`src/rtl/qs_enq_if.sv`:
```
// Input packet stream of the quicksort enqueue stage.
interface qs_enq_if #(
  parameter int W = 32
);
  // A word transfers on a rising clock edge where in_vld & in_rdy_r are both high.
  // While in_vld is high and in_rdy_r low the source holds in_sop/in_eop/in_dat stable.
  logic         in_vld;
  logic         in_sop;
  logic         in_eop;
  logic [W-1:0] in_dat;
  logic         in_rdy_r;

  modport master (output in_vld, output in_sop, output in_eop, output in_dat, input in_rdy_r);
  modport slave  (input in_vld, input in_sop, input in_eop, input in_dat, output in_rdy_r);
endinterface

```
`src/rtl/qs_enq.sv`:
```
// Quicksort enqueue stage: writes one packet per bank into SRAM, then publishes the bank
// as LOADED with its last-word index and error flag, visiting banks round-robin.
module qs_enq #(
  parameter int W       = 32,
  parameter int N       = 16,
  parameter int BANKS_N = 2,
  localparam int AW     = (N > 1) ? $clog2(N) : 1,
  localparam int BW     = (BANKS_N > 1) ? $clog2(BANKS_N) : 1
) (
  input  logic          clk,
  input  logic          rst,
  qs_enq_if.slave       in_if,
  input  logic [2:0]    bnk_in_status,
  output logic          bnk_out_vld_r,
  output logic [2:0]    bnk_out_status,
  output logic [AW-1:0] bnk_out_n_r,
  output logic          bnk_out_err_r,
  output logic [BW-1:0] bnk_idx_r,
  output logic          enq_wr_en_r,
  output logic [AW-1:0] enq_wr_addr_r,
  output logic [W-1:0]  enq_wr_data_r,
  output logic [1:0]    dbg_state
);
  localparam logic [2:0]    ST_READY  = 3'd0;
  localparam logic [2:0]    ST_LOADED = 3'd1;
  localparam logic [AW-1:0] IDX_MAX   = AW'(N - 1);
  localparam logic [BW-1:0] BNK_MAX   = BW'(BANKS_N - 1);

  typedef enum logic [1:0] {S_IDLE = 2'd0, S_LOAD = 2'd1, S_PUB = 2'd2} state_t;
  state_t state, nxt;

  logic [AW-1:0] idx;
  logic          err, open_pkt, full;
  logic          acc, take, wr, done, err_nxt;

  // take: word belongs to a packet; full: address N-1 already written, so further words overflow
  always_comb begin
    acc     = (state == S_LOAD) & in_if.in_vld & in_if.in_rdy_r;
    take    = acc & (open_pkt | in_if.in_sop);
    wr      = take & ~full;
    done    = take & in_if.in_eop;
    err_nxt = err | (take & full) | (acc & open_pkt & in_if.in_sop);
  end

  always_comb begin
    nxt = state;
    case (state)
      S_IDLE:  if (bnk_in_status == ST_READY) nxt = S_LOAD;
      S_LOAD:  if (done) nxt = S_PUB;
      S_PUB:   nxt = S_IDLE;
      default: nxt = S_IDLE;
    endcase
  end

  always_ff @(posedge clk or posedge rst) begin
    if (rst) state <= S_IDLE;
    else     state <= nxt;
  end

  always_ff @(posedge clk or posedge rst) begin
    if (rst) begin
      in_if.in_rdy_r <= 1'b0;
      enq_wr_en_r    <= 1'b0;
      enq_wr_addr_r  <= '0;
      enq_wr_data_r  <= '0;
      bnk_out_vld_r  <= 1'b0;
      bnk_out_n_r    <= '0;
      bnk_out_err_r  <= 1'b0;
      bnk_idx_r      <= '0;
      idx            <= '0;
      err            <= 1'b0;
      open_pkt       <= 1'b0;
      full           <= 1'b0;
    end else begin
      in_if.in_rdy_r <= (nxt == S_LOAD);
      enq_wr_en_r    <= wr;
      bnk_out_vld_r  <= done;
      if (wr) begin
        enq_wr_addr_r <= idx;
        enq_wr_data_r <= in_if.in_dat;
      end
      // idx saturates, so it is the last written address even when the eop word overflowed
      if (done) begin
        bnk_out_n_r   <= idx;
        bnk_out_err_r <= err_nxt;
      end
      case (state)
        S_IDLE: if (nxt == S_LOAD) begin
          idx      <= '0;
          err      <= 1'b0;
          open_pkt <= 1'b0;
          full     <= 1'b0;
        end
        S_LOAD: if (take) begin
          open_pkt <= ~done;
          err      <= err_nxt;
          if (wr) begin
            if (idx == IDX_MAX) full <= 1'b1;
            else                idx  <= idx + AW'(1);
          end
        end
        // advance only after the publish cycle so the owner writes LOADED into the right bank
        S_PUB: bnk_idx_r <= (bnk_idx_r == BNK_MAX) ? '0 : bnk_idx_r + BW'(1);
        default: ;
      endcase
    end
  end

  assign bnk_out_status = bnk_out_vld_r ? ST_LOADED : ST_READY;
  assign dbg_state      = state;
endmodule

```
`src/flat_wrapper.sv`:
```
// flat-port wrapper written by rule: the top's interface ports become plain ports
module qs_enq_flat 
#(
  parameter int W       = 32,
  parameter int N       = 16,
  parameter int BANKS_N = 2,
  localparam int AW     = (N > 1) ? $clog2(N) : 1,
  localparam int BW     = (BANKS_N > 1) ? $clog2(BANKS_N) : 1
)
  (clk, rst, bnk_in_status, bnk_out_vld_r, bnk_out_status, bnk_out_n_r, bnk_out_err_r, bnk_idx_r, enq_wr_en_r, enq_wr_addr_r, enq_wr_data_r, dbg_state, in_if_in_vld, in_if_in_sop, in_if_in_eop, in_if_in_dat, in_if_in_rdy_r);
  qs_enq_if #(.W(W)) in_if_i ();
  input  logic clk;
  input  logic rst;
  input  logic [2:0] bnk_in_status;
  output logic bnk_out_vld_r;
  output logic [2:0] bnk_out_status;
  output logic [AW-1:0] bnk_out_n_r;
  output logic bnk_out_err_r;
  output logic [BW-1:0] bnk_idx_r;
  output logic enq_wr_en_r;
  output logic [AW-1:0] enq_wr_addr_r;
  output logic [W-1:0] enq_wr_data_r;
  output logic [1:0] dbg_state;
  input wire logic [$bits(in_if_i.in_vld)-1:0] in_if_in_vld;
  input wire logic [$bits(in_if_i.in_sop)-1:0] in_if_in_sop;
  input wire logic [$bits(in_if_i.in_eop)-1:0] in_if_in_eop;
  input wire logic [$bits(in_if_i.in_dat)-1:0] in_if_in_dat;
  output wire logic [$bits(in_if_i.in_rdy_r)-1:0] in_if_in_rdy_r;
  assign in_if_i.in_vld = in_if_in_vld;
  assign in_if_i.in_sop = in_if_in_sop;
  assign in_if_i.in_eop = in_if_in_eop;
  assign in_if_i.in_dat = in_if_in_dat;
  assign in_if_in_rdy_r = in_if_i.in_rdy_r;
  qs_enq #(.W(W), .N(N), .BANKS_N(BANKS_N)) u_core (.clk(clk), .rst(rst), .in_if(in_if_i), .bnk_in_status(bnk_in_status), .bnk_out_vld_r(bnk_out_vld_r), .bnk_out_status(bnk_out_status), .bnk_out_n_r(bnk_out_n_r), .bnk_out_err_r(bnk_out_err_r), .bnk_idx_r(bnk_idx_r), .enq_wr_en_r(enq_wr_en_r), .enq_wr_addr_r(enq_wr_addr_r), .enq_wr_data_r(enq_wr_data_r), .dbg_state(dbg_state));
endmodule
```
`config.mk`:
```
export PLATFORM = sky130hd
export DESIGN_NAME = qs_enq_flat
export DESIGN_NICKNAME = d
export VERILOG_FILES = /design/src/rtl/qs_enq_if.sv /design/src/rtl/qs_enq.sv /design/src/flat_wrapper.sv
export SDC_FILE = /design/constraint.sdc
export NUM_CORES = 1
export LEC_CHECK = 0
export ABC_AREA = 1
export ABC_CLOCK_PERIOD_IN_PS = 3700
export CORE_ASPECT_RATIO = 0.6
export CORE_MARGIN = 2
export CORE_UTILIZATION = 43
export CTS_CLUSTER_SIZE = 16
export DETAILED_ROUTE_END_ITERATION = 8
export PLACE_DENSITY = 0.83
export RECOVER_POWER = 100
export SYNTH_ARGS = -nofsm -noshare
export SYNTH_HDL_FRONTEND = slang
export SYNTH_SLANG_ARGS = --single-unit
```
`constraint.sdc`:
```
create_clock -name clk -period 3.7 [get_ports clk]
set_input_delay 0.37 -clock clk [delete_from_list [all_inputs] [get_ports clk]]
set_output_delay 0.37 -clock clk [all_outputs]
set_load 0.05 [all_outputs]
```
==> impl_metrics.csv <==
group,metric,value,unit
critical_path,reg2reg_depth,7,
synth,synth-seq-area-share,0.612,
floorplanning,die-area,5740,µm²
detailed_routing,drt_iter0_markers,91,
critical_path,worstPathBufferInverterCount,2,
place,place.gp.congestion,0.789,
clocking,clock_latency,0.29,ns
critical_path,path_cells,"dlygate4sd3_1, inv_1",
grt,antenna_found_initial,0,
clocking,cts.clk_slew.worst_paths,0.09,ns
final_layout,nets,375,
detailed_routing,via_count,1881,
clocking,cts.sinks,54,
sta,setup_viol,0,
power_and_ir_drop,seq_power_share,0.339,
grt,grt_pass1_wl,8250,µm
status,outcome,"finished, violations left",
place,hpwlAfterDp,3740,µm
critical_path,worstSetupStartpoint,"rst",
sta,hold_viol,0,
status,violations,"max-capacitance violations, max-slew violations",
power_and_ir_drop,internal-power,1.41,mW
floorplanning,rows,20,
clocking,clk_path_buf_depth,2,
clocking,root_buffer,"clkbuf_8",
clocking,cts_tree,"done",
synth,ys_ff_latch,54,
final_layout,diodes,0,
power_and_ir_drop,power.switching,1.40,mW
critical_path,cp-endpoint,"u_core.enq_wr_data_r[22]",
synth,ys_warn_count,0,
detailed_routing,routedWlPerCell,13.0,µm
sta,finalSetupTns,0,ns
floorplanning,die_x,96.5,µm
sta,finalCritPeriodShare,0.626,
synth,netlist_area,2210,µm²
final_layout,multiInputGateArea,694,µm²
floorplanning,start_util,0.441,
floorplanning,pin_count,90,
grt,grt_pass1_vias,1800,
clocking,cts_hold_buffers,0,
hold_path,hold_class,"reg -> reg",
power_and_ir_drop,clkPwrFrac,0.117,
sta,drv_slew,55,
critical_path,start_kind,"input port",
power_and_ir_drop,power_density,886,nW/µm²
critical_path,path_class,"in -> async",
detailed_routing,ant_nets,0,
critical_path,r2r_start,"u_core.dbg_state[1]",
grt,gr-usage-all-layers,0.189,
power_and_ir_drop,combPwrFrac,0.544,
final_layout,regArea,1350,µm²
detailed_routing,viasPerCell,4.69,
sta,whs,0.484,ns
final_layout,final_common_cell,"nand2_1",
power_and_ir_drop,leakage,1.68,nW
clocking,h-tree-depth,2,
final_layout,final_layout_size_suffix_gt1_frac,0.0358,
grt,grt-ovfl-total,0,
critical_path,worst-path-stages,2,
job,maxCapViolCount,1,
sta,slew_headroom,-0.323,
grt,grt_max_degree,55,
final_layout,fill_cells,419,
critical_path,r2r_setup_slack,1.65,ns
synth,avgSynthCellArea,8.79,µm²
sta,rsz0062_at_grt,"no",
critical_path,crit_family,"buffers and inverters",
sta,clock.fmax,432,MHz
floorplanning,die_h,59.5,µm
sta,worst_slew_pin_slew,1.98,ns
sta,skew,0.00269,ns
critical_path,cp_max_fo,54,
synth,ys_types,26,
clocking,cts_buffers,5,
critical_path,rr_endpoint,"u_core.enq_wr_data_r[20]",
critical_path,end_kind,"asynchronous set/reset pin",
final_layout,area_growth,43.3,%
synth,netlist_instances,251,
power_and_ir_drop,switching_share,0.498,
critical_path,worstPathRequired,3.72,ns
power_and_ir_drop,peakVddDrop,0.453,mV
place,io_buffers,87,
detailed_routing,routed_wirelength,5210,µm
detailed_routing,drcViolationCount,0,
critical_path,cp_data_arrival_time,2.34,ns
critical_path,critPathSlowestCell,"inv_1",
clocking,cts-resized-gates,0,
clocking,post_cts_buffers,0,
final_layout,final_cell_mix,"nand2_1, dfrtp_1, dlygate4sd3_1, clkdlybuf4s50_1, inv_1",
detailed_routing,drt_first_pass_iters,4,
sta,fin_crit,2.32,ns
critical_path,max_stage_delay,1.41,ns
floorplanning,core-area,5000,µm²
==> stage by stage <==
stage	cell area, µm²	std cells	utilization	setup slack (ns)	power [mW]
detailed placement	3080	393	0.615	1.30	2.59
global placement	3080	393	0.615	1.35	2.56
CTS	3170	401	0.634	1.62	2.93
finish	3160	401	0.632	1.38	2.80
floorplan	2210	252	-	2.02	2.04
global route	3160	401	0.632	0.933	2.98
==> state kept, by name, indices dropped and copies added, names as in the netlist, 2 cells and up <==
signal	flops
u_core.bnk_out_n_r	4
u_core.enq_wr_addr_r	4
u_core.idx	4
u_core.dbg_state	2
u_core.enq_wr_data_r	32
==> power by group through the flow <==
stage	clock [mW]	combinational, mW	sequential (mW)
3_3_place_gp	0	1.59	0.972
5_1_grt	0.366	1.63	0.983
3_5_place_dp	0	1.62	0.971
6_report	0.329	1.52	0.950
4_1_cts	0.343	1.62	0.964
2_1_floorplan	0	0.369	1.67
==> kinds of logic (layout without fill, tap and decap cells) <==
kind of cell | Yosys count | after routing | share of synthesized area
adders and majority gates | 1 | 1 | 0.00567
other | 1 | 2 | 0.00170
and+or+nand+nor | 150 | 150 | 0.269
DFF | 54 | 54 | 0.612
AOI/OAI and AO/OA | 13 | 13 | 0.0317
xor gates and xnor gates | 2 | 2 | 0.00794
buffers and inverters | 30 | 113 | 0.0714
==> worst min-delay path by stage <==
| stage | to | cells after the start | slack, ns | start |
|---|---|---|---|---|
| after floorplan | u_core.full | 2 | 0.46 | u_core.full |
| after global placement | u_core.enq_wr_data_r[15] | 2 | 0.46 | u_core.enq_wr_data_r[15] |
| after detailed placement | u_core.enq_wr_data_r[6] | 2 | 0.47 | u_core.enq_wr_data_r[6] |
| after CTS | u_core.enq_wr_data_r[6] | 2 | 0.49 | u_core.enq_wr_data_r[6] |
| after global routing | u_core.enq_wr_data_r[12] | 2 | 0.51 | u_core.enq_wr_data_r[12] |
| final | u_core.enq_wr_data_r[6] | 2 | 0.48 | u_core.enq_wr_data_r[6] |
==> per-layer routing <==
layer  routed length, µm  vias to the layer above  track usage
met3                 492                        2       0.0483
met4                  10                        0       0.0302
li1                    -                      917            -
met2                2180                       76        0.287
met5                   0                        -            0
met1                2530                      886        0.281
==> final cells by class <==
type,instances,area share
clock buffer,7,0.0273
clock inverter,1,0.00158
inverter,18,0.0229
multi-input combinational,168,0.220
sequential,54,0.427
tap,66,0.0261
timing repair buffer,87,0.275
==> cell usage after synthesis <==
master | number | share of area
o21ai_0 | 2 | 0.0045
nand3_1 | 8 | 0.018
and2_1 | 1 | 0.0028
xnor2_1 | 1 | 0.0040
clkbuf_1 | 1 | 0.0017
nand2_2 | 2 | 0.0057
inv_1 | 16 | 0.027
conb_1 | 1 | 0.0017
o21ai_1 | 8 | 0.018
a21boi_0 | 1 | 0.0034
nor2_2 | 1 | 0.0028
inv_2 | 1 | 0.0017
nor2_1 | 6 | 0.010
a21oi_1 | 1 | 0.0023
ha_1 | 1 | 0.0057
buf_4 | 3 | 0.010
o21bai_1 | 1 | 0.0034
dfrtp_1 | 54 | 0.61
xor2_1 | 1 | 0.0040
buf_6 | 3 | 0.015
nor3_1 | 1 | 0.0023
or2_2 | 1 | 0.0028
clkinv_4 | 1 | 0.0040
nand2_1 | 129 | 0.22
nor2_4 | 1 | 0.0051
buf_2 | 5 | 0.011
Power figures use the tool's default switching activity.
